File: src/rtl/gps_regbank_pkg.sv
// Shared register-map constants and staged-field layout for the satellite parameter bank.
package gps_regbank_pkg;

  localparam int ADDR_CTRL   = 0;
  localparam int ADDR_STATUS = 1;
  localparam int ADDR_ID     = 2;

  localparam int CH_BASE   = 8;
  localparam int CH_STRIDE = 8;
  localparam int CH_SHIFT  = $clog2(CH_STRIDE);

  localparam logic [CH_SHIFT-1:0] OFF_DOP     = 3'd0;
  localparam logic [CH_SHIFT-1:0] OFF_GAIN    = 3'd1;
  localparam logic [CH_SHIFT-1:0] OFF_CA      = 3'd2;
  localparam logic [CH_SHIFT-1:0] OFF_CODE    = 3'd3;
  localparam logic [CH_SHIFT-1:0] OFF_RATE    = 3'd4;
  localparam logic [CH_SHIFT-1:0] OFF_EN      = 3'd5;
  localparam logic [CH_SHIFT-1:0] OFF_ACT_DOP = 3'd6;

  localparam int CTRL_COMMIT_BIT = 0;
  localparam int CTRL_SYNC_BIT   = 1;

  localparam logic [31:0] ID_BASE = 32'h6B50_0000;

  // Staged words are held at register-word width; narrow fields are masked on write.
  typedef struct packed {
    logic [31:0] dop_freq;
    logic [31:0] gain;
    logic [31:0] ca_sel;
    logic [31:0] code_freq;
    logic [31:0] dop_rate;
    logic        en;
  } sat_param_t;

  function automatic logic [31:0] mask_w(input logic [31:0] d, input int w);
    return d & 32'((64'd1 << w) - 64'd1);
  endfunction

endpackage

File: src/rtl/gps_sat_chan_regs.sv
// One satellite channel: staged registers, active registers loaded on commit,
// and the per-epoch Doppler ramp adder.
module gps_sat_chan_regs
  import gps_regbank_pkg::*;
#(
  parameter int FREQ_W = 32,
  parameter int GAIN_W = 16,
  parameter int CA_W   = 6
) (
  input  logic                clk,
  input  logic                reset,
  input  logic                wr_en,
  input  logic [CH_SHIFT-1:0] wr_off,
  input  logic [31:0]         wr_data,
  input  logic                commit,
  input  logic                epoch,
  input  logic [CH_SHIFT-1:0] rd_off,
  output logic [FREQ_W-1:0]   dop_freq,
  output logic [FREQ_W-1:0]   code_freq,
  output logic [GAIN_W-1:0]   gain,
  output logic [CA_W-1:0]     ca_sel,
  output logic                en,
  output logic [31:0]         rd_word
);

  sat_param_t  staged;
  logic [31:0] rate_act;

  always_ff @(posedge clk) begin
    if (reset) begin
      staged    <= '0;
      rate_act  <= '0;
      dop_freq  <= '0;
      code_freq <= '0;
      gain      <= '0;
      ca_sel    <= '0;
      en        <= 1'b0;
    end else begin
      if (wr_en) begin
        case (wr_off)
          OFF_DOP:  staged.dop_freq  <= mask_w(wr_data, FREQ_W);
          OFF_GAIN: staged.gain      <= mask_w(wr_data, GAIN_W);
          OFF_CA:   staged.ca_sel    <= mask_w(wr_data, CA_W);
          OFF_CODE: staged.code_freq <= mask_w(wr_data, FREQ_W);
          OFF_RATE: staged.dop_rate  <= wr_data;
          OFF_EN:   staged.en        <= wr_data[0];
          default:  ;
        endcase
      end
      // Commit beats the ramp: the freshly loaded value is not advanced this cycle.
      if (commit) begin
        dop_freq  <= staged.dop_freq[FREQ_W-1:0];
        code_freq <= staged.code_freq[FREQ_W-1:0];
        gain      <= staged.gain[GAIN_W-1:0];
        ca_sel    <= staged.ca_sel[CA_W-1:0];
        en        <= staged.en;
        rate_act  <= staged.dop_rate;
      end else if (epoch && en) begin
        dop_freq <= dop_freq + rate_act[FREQ_W-1:0];
      end
    end
  end

  always_comb begin
    rd_word = '0;
    case (rd_off)
      OFF_DOP:     rd_word = staged.dop_freq;
      OFF_GAIN:    rd_word = staged.gain;
      OFF_CA:      rd_word = staged.ca_sel;
      OFF_CODE:    rd_word = staged.code_freq;
      OFF_RATE:    rd_word = staged.dop_rate;
      OFF_EN:      rd_word = {31'd0, staged.en};
      OFF_ACT_DOP: rd_word = 32'(dop_freq);
      default:     rd_word = '0;
    endcase
  end

endmodule

File: src/rtl/gps_sat_param_bank.sv
// Double-buffered satellite parameter bank: address decode, commit sequencing,
// commit counter and registered read port in front of NSAT channel register sets.
//
//   state       | meaning
//   IDLE        | no commit armed
//   ARMED_IMM   | commit executes at the next edge
//   ARMED_EPOCH | commit executes at the next edge with epoch high
module gps_sat_param_bank
  import gps_regbank_pkg::*;
#(
  parameter int NSAT   = 4,
  parameter int FREQ_W = 32,
  parameter int GAIN_W = 16,
  parameter int CA_W   = 6,
  parameter int ADDR_W = $clog2(CH_BASE + CH_STRIDE * NSAT)
) (
  input  logic              clk,
  input  logic              reset,
  input  logic              wr_en,
  input  logic [ADDR_W-1:0] wr_addr,
  input  logic [31:0]       wr_data,
  input  logic [ADDR_W-1:0] rd_addr,
  output logic [31:0]       rd_data,
  input  logic              epoch,
  output logic [FREQ_W-1:0] dop_freq  [NSAT],
  output logic [FREQ_W-1:0] code_freq [NSAT],
  output logic [GAIN_W-1:0] gain      [NSAT],
  output logic [CA_W-1:0]   ca_sel    [NSAT],
  output logic [NSAT-1:0]   sat_en,
  output logic              pending,
  output logic              commit_done
);

  localparam int IDX_W = ADDR_W - CH_SHIFT;

  typedef enum logic [1:0] {IDLE, ARMED_IMM, ARMED_EPOCH} state_t;

  state_t              state;
  logic                epoch_sync;
  logic [7:0]          commit_cnt;
  logic                ctrl_wr;
  logic                commit_now;
  logic [IDX_W-1:0]    wr_idx;
  logic [IDX_W-1:0]    rd_idx;
  logic [CH_SHIFT-1:0] wr_off;
  logic [CH_SHIFT-1:0] rd_off;
  logic [31:0]         chan_rd [NSAT];
  logic [31:0]         rd_next;

  assign wr_idx = wr_addr[ADDR_W-1:CH_SHIFT];
  assign wr_off = wr_addr[CH_SHIFT-1:0];
  assign rd_idx = rd_addr[ADDR_W-1:CH_SHIFT];
  assign rd_off = rd_addr[CH_SHIFT-1:0];

  assign ctrl_wr    = wr_en && (wr_addr == ADDR_W'(ADDR_CTRL));
  assign commit_now = (state == ARMED_IMM) || ((state == ARMED_EPOCH) && epoch);

  // COMMIT writes are only accepted from IDLE, so a write while armed is dropped whole.
  always_ff @(posedge clk) begin
    if (reset) begin
      state       <= IDLE;
      pending     <= 1'b0;
      commit_done <= 1'b0;
      epoch_sync  <= 1'b0;
      commit_cnt  <= '0;
    end else begin
      commit_done <= commit_now;
      case (state)
        IDLE: begin
          if (ctrl_wr && wr_data[CTRL_COMMIT_BIT]) begin
            epoch_sync <= wr_data[CTRL_SYNC_BIT];
            pending    <= 1'b1;
            state      <= wr_data[CTRL_SYNC_BIT] ? ARMED_EPOCH : ARMED_IMM;
          end
        end
        ARMED_IMM, ARMED_EPOCH: begin
          if (commit_now) begin
            pending    <= 1'b0;
            commit_cnt <= commit_cnt + 8'd1;
            state      <= IDLE;
          end
        end
        default: begin
          pending <= 1'b0;
          state   <= IDLE;
        end
      endcase
    end
  end

  for (genvar c = 0; c < NSAT; c++) begin : g_chan
    gps_sat_chan_regs #(
      .FREQ_W (FREQ_W),
      .GAIN_W (GAIN_W),
      .CA_W   (CA_W)
    ) u_chan (
      .clk       (clk),
      .reset     (reset),
      .wr_en     (wr_en && (wr_idx == IDX_W'(c + 1))),
      .wr_off    (wr_off),
      .wr_data   (wr_data),
      .commit    (commit_now),
      .epoch     (epoch),
      .rd_off    (rd_off),
      .dop_freq  (dop_freq[c]),
      .code_freq (code_freq[c]),
      .gain      (gain[c]),
      .ca_sel    (ca_sel[c]),
      .en        (sat_en[c]),
      .rd_word   (chan_rd[c])
    );
  end

  always_comb begin
    rd_next = '0;
    if (rd_idx == '0) begin
      case (rd_off)
        CH_SHIFT'(ADDR_STATUS): rd_next = {16'd0, commit_cnt, 6'd0, epoch_sync, pending};
        CH_SHIFT'(ADDR_ID):     rd_next = ID_BASE | 32'(NSAT);
        default:                rd_next = '0;
      endcase
    end else begin
      for (int c = 0; c < NSAT; c++) begin
        if (rd_idx == IDX_W'(c + 1)) rd_next = chan_rd[c];
      end
    end
  end

  always_ff @(posedge clk) begin
    if (reset) rd_data <= '0;
    else       rd_data <= rd_next;
  end

endmodule

File: config.mk
export PLATFORM = sky130hd
export DESIGN_NAME = gps_sat_param_bank
export DESIGN_NICKNAME = d
export VERILOG_FILES = /design/src/rtl/gps_regbank_pkg.sv /design/src/rtl/gps_sat_chan_regs.sv /design/src/rtl/gps_sat_param_bank.sv
export SDC_FILE = /design/constraint.sdc
export NUM_CORES = 2
export LEC_CHECK = 0
export CORE_MARGIN = 1.5
export CORE_UTILIZATION = 45
export DETAILED_ROUTE_END_ITERATION = 10
export GPL_ROUTABILITY_DRIVEN = 0
export HOLD_SLACK_MARGIN = 0.1
export SYNTH_ARGS = -nofsm -noshare
export SYNTH_HDL_FRONTEND = slang
export SYNTH_SLANG_ARGS = --single-unit
File: constraint.sdc
create_clock -name clk -period 3.35 [get_ports clk]
set_input_delay 0.335 -clock clk [delete_from_list [all_inputs] [get_ports clk]]
set_output_delay 0.335 -clock clk [all_outputs]
set_load 0.02 [all_outputs]
==> impl_results.md <==
* Outcome: finished clean
* Final Cycle Share at 0.969
* Sequential share of the synthesized area at 0.429
* Pin count of the biggest net entering global routing at 165
* Initial antenna violation count at 11
* Wirelength per Cell at 26.8 um
* Gr ovfl total at 0
* Final cell count without fillers at 7794
* Reg2reg start: g_chan[3].u_chan.dop_freq[0]
* Layout cells sized above 1 at 0.0815
* Die ar. at 105000 um^2
* Cell area after layout at 56300 um^2
* Crit path required time at 3.98 ns
* Vias/cell at 6.08
* Startpoint Class: flop
* TritonCTS buffer count at 107
* Post-DP Area at 52400 um^2
* Clk_lat worst skew at 0.73 ns
* Layer with the highest usage: met2
* Overall Global Routing Usage at 0.380
* Via count at 47400
* Core area at 102000 um^2
* Peak supply drop at 0.397 mV
* Most frequent cells in the layout: nand2_1 (1851), a21oi_1 (1032), dfxtp_1 (997)
* CP Class: flop to flop
* Commonest non-fill, non-tap cell in the layout: nand2_1
* Cell mode on critical path: a21oi_1
* Yosys warning total at 0
* DIE HEIGHT at 325 um
* CTS tree: done
* Area leader, netlist: dfxtp_1
* Pre-Repair DR Iteration Count at 9
* CTS max path bufs at 3
* First-pass GRT wire length at 301 mm
* CP peak stage delay at 0.42 ns
* Ports at 430
* ANT nets after route at 0
* Syn avg cell area at 7.64 um^2
* H-tree depth at 3
* Vias in the first global route at 43700
* WP data arrival at 3.87 ns
* Synth unique cells at 95
* Fmax at 0.308 GHz
* Worst path cell trace: ha_1 -> fa_1 -> a21oi_1 -> buf_4 -> o211ai_1 -> a21oi_1 -> and4bb_2 -> buf_4 -> o2111ai_1 -> a21oi_1 -> o21a_1 -> o32ai_1
* Hpwl dp at 147 mm
* # port buffers at 429
* Ys async rst share at 0
* Met3 Usage GRT at 0.0840
* Worst Hold Class: input port to flop
* Num Clock Sinks at 997
* Nets at 6512
* Drt total wl at 209 mm
* CTS Root Cell: clkbuf_16
* DRC Markers at 0
* TNS Setup at 0 ns
* Max-cap viol count at 0
* Endpoints failing setup at 0
* Startpoint of the worst hold path: wr_data[6]
* Critical path fanouts, max at 4
* Rows at 117
* Hold Fails Final Rpt at 0
* Post-synth EDFFs at 0
* Post-Synthesis Net Count at 6269
* Area grow syn2layout at 21.0%
* Die width at 325 um
* Main synth FF type: dfxtp_1
* RSZ-0062 raised after global routing: false
* Clock-pin slew of the registers on the worst-case setup and hold paths at 0.06 ns
* Initial Util at 0.455
* Synthesized cell area at 46500 um^2
* Synth Instances at 6089
* Final Skew at 0.0340 ns
* Pwr per Cell Area at 463 nW/um^2
* Routing usage on met2 at 0.582
* DR iter-0 viols at 6239
* Post-CTS Setup Bufs at 0
* CP max stage cell: fa_1
* Crit path capture type: flop
* Tmin final at 3.25 ns
* Critical Path Start: g_chan[3].u_chan.dop_freq[0]
* Lkg Pwr at 19.7 nW
* Synth top area cells: dfxtp_1 (43%), nand2_1 (15%), a21oi_1 (11%), clkbuf_1 (3.7%), ha_1 (3.4%)
* Final Max Slew Viols at 0
* Area share of the leading cell type in the synthesized netlist at 0.429
* Synth Register Bits at 997
* Inst Count DP at 7590
* Fillcell total at 9790
* Met1 usage at 0.480
* Relative slew slack at 0.170
* Actual slew at the worst max-slew pin at 1.24 ns
[report_power, final]
group	switching (mW)	total, mW	internal [mW]
clock network	5.30	12.9	7.58
registers	0.0460	11.9	11.9
logic	0.945	1.23	0.281
[sequential cells by signal, summed over array words and instances (netlist names)]
register                 flops
epoch_sync                   1
commit_cnt                   8
g_chan.u_chan.dop_freq     128
g_chan.u_chan.staged       476
g_chan.u_chan.rate_act     128
state                        2
g_chan.u_chan.en             4
g_chan.u_chan.code_freq    128
g_chan.u_chan.gain          64
pending                      1
rd_data                     32
commit_done                  1
g_chan.u_chan.ca_sel        24
[Yosys cell counts, types with 12 or more instances]
| master | number |
|---|---|
| and3_1 | 54 |
| a22o_1 | 40 |
| buf_2 | 19 |
| o22ai_1 | 64 |
| nand3_1 | 93 |
| nand4_1 | 25 |
| o21bai_1 | 24 |
| inv_1 | 37 |
| dfxtp_1 | 997 |
| o211ai_1 | 26 |
| o21a_1 | 22 |
| a32oi_1 | 12 |
| a221oi_1 | 52 |
| ha_1 | 128 |
| clkbuf_1 | 459 |
| mux2i_1 | 50 |
| buf_1 | 17 |
| a21o_1 | 59 |
| nor2_1 | 198 |
| mux2_2 | 61 |
| a31oi_1 | 66 |
| xor2_1 | 30 |
| nand2_1 | 1851 |
| nor3_1 | 37 |
| nand2b_1 | 15 |
| a211oi_1 | 32 |
| a222oi_1 | 37 |
| and2_1 | 20 |
| or3_1 | 18 |
| o21ai_0 | 150 |
| a21oi_1 | 1033 |
| a22oi_1 | 129 |
| xnor2_1 | 64 |
[repair_timing]
item | in CTS | in global routing
setup endpoints to repair | 0 | 1
hold buffers | 1 | 0
resized for setup | 0 | 1
endpoints found under the hold margin | 45 | 0
[metrics by stage]
stage	power, mW	hold slack, ns	util	worst slack (ns)
finish	26.0	0.219	0.551	0.105
floorplan	12.7	0.436	-	0.513
detailed placement	13.4	0.442	0.513	0.204
CTS	26.0	0.182	0.551	0.180
global route	26.6	0.199	0.551	0.0478
global placement	13.4	0.440	0.513	0.198
[layout make-up]
cell class | instances | area, um^2 | share of cell area
clock buffers | 154 | 3210 | 0.0569
inverters | 39 | 146 | 0.00260
repair buffers | 642 | 6120 | 0.109
diodes | 5 | 12.5 | 0.000222
well taps | 1368 | 1710 | 0.0304
clock inverters | 44 | 616 | 0.0109
flip-flops and latches | 997 | 20000 | 0.355
multi-input cells | 4545 | 24500 | 0.436
[layer usage]
metal,vias to the layer above,part of all wire
li1,21600,-
met1,22400,0.38
met2,2795,0.44
met3,618,0.11
met4,14,0.074
met5,-,0.00045
[cell families (layout without fill, tap and decap cells)]
group	after synthesis	count (layout)	synth area share
simple gates	2363	2363	0.206
compound gates	1842	1842	0.239
flops	997	997	0.429
buf+inv	547	879	0.0461
fa+ha+maj	132	132	0.0361
mux	114	114	0.0270
xor+xnor	94	94	0.0177
other cells	0	5	0
[worst max-delay path, delay by kind of cell, from the launching register on]
family	cells	cell delay [ns]
compound gates	7	1.51
fa+ha+maj	2	0.66
buf+inv	2	0.31
flops	1	0.35
simple gates	1	0.32
[path summary, 6_finish.rpt]
check,slack (ns),cells after the start,endpoint
worst min register to register,0.45,2,g_chan[3].u_chan.code_freq[21]
worst max register to register,0.10,12,g_chan[3].u_chan.dop_freq[30]
worst max-delay path,0.10,12,g_chan[3].u_chan.dop_freq[30]
worst min-delay path,0.22,3,g_chan[2].u_chan.staged[103]
Power figures use the tool's default switching activity.
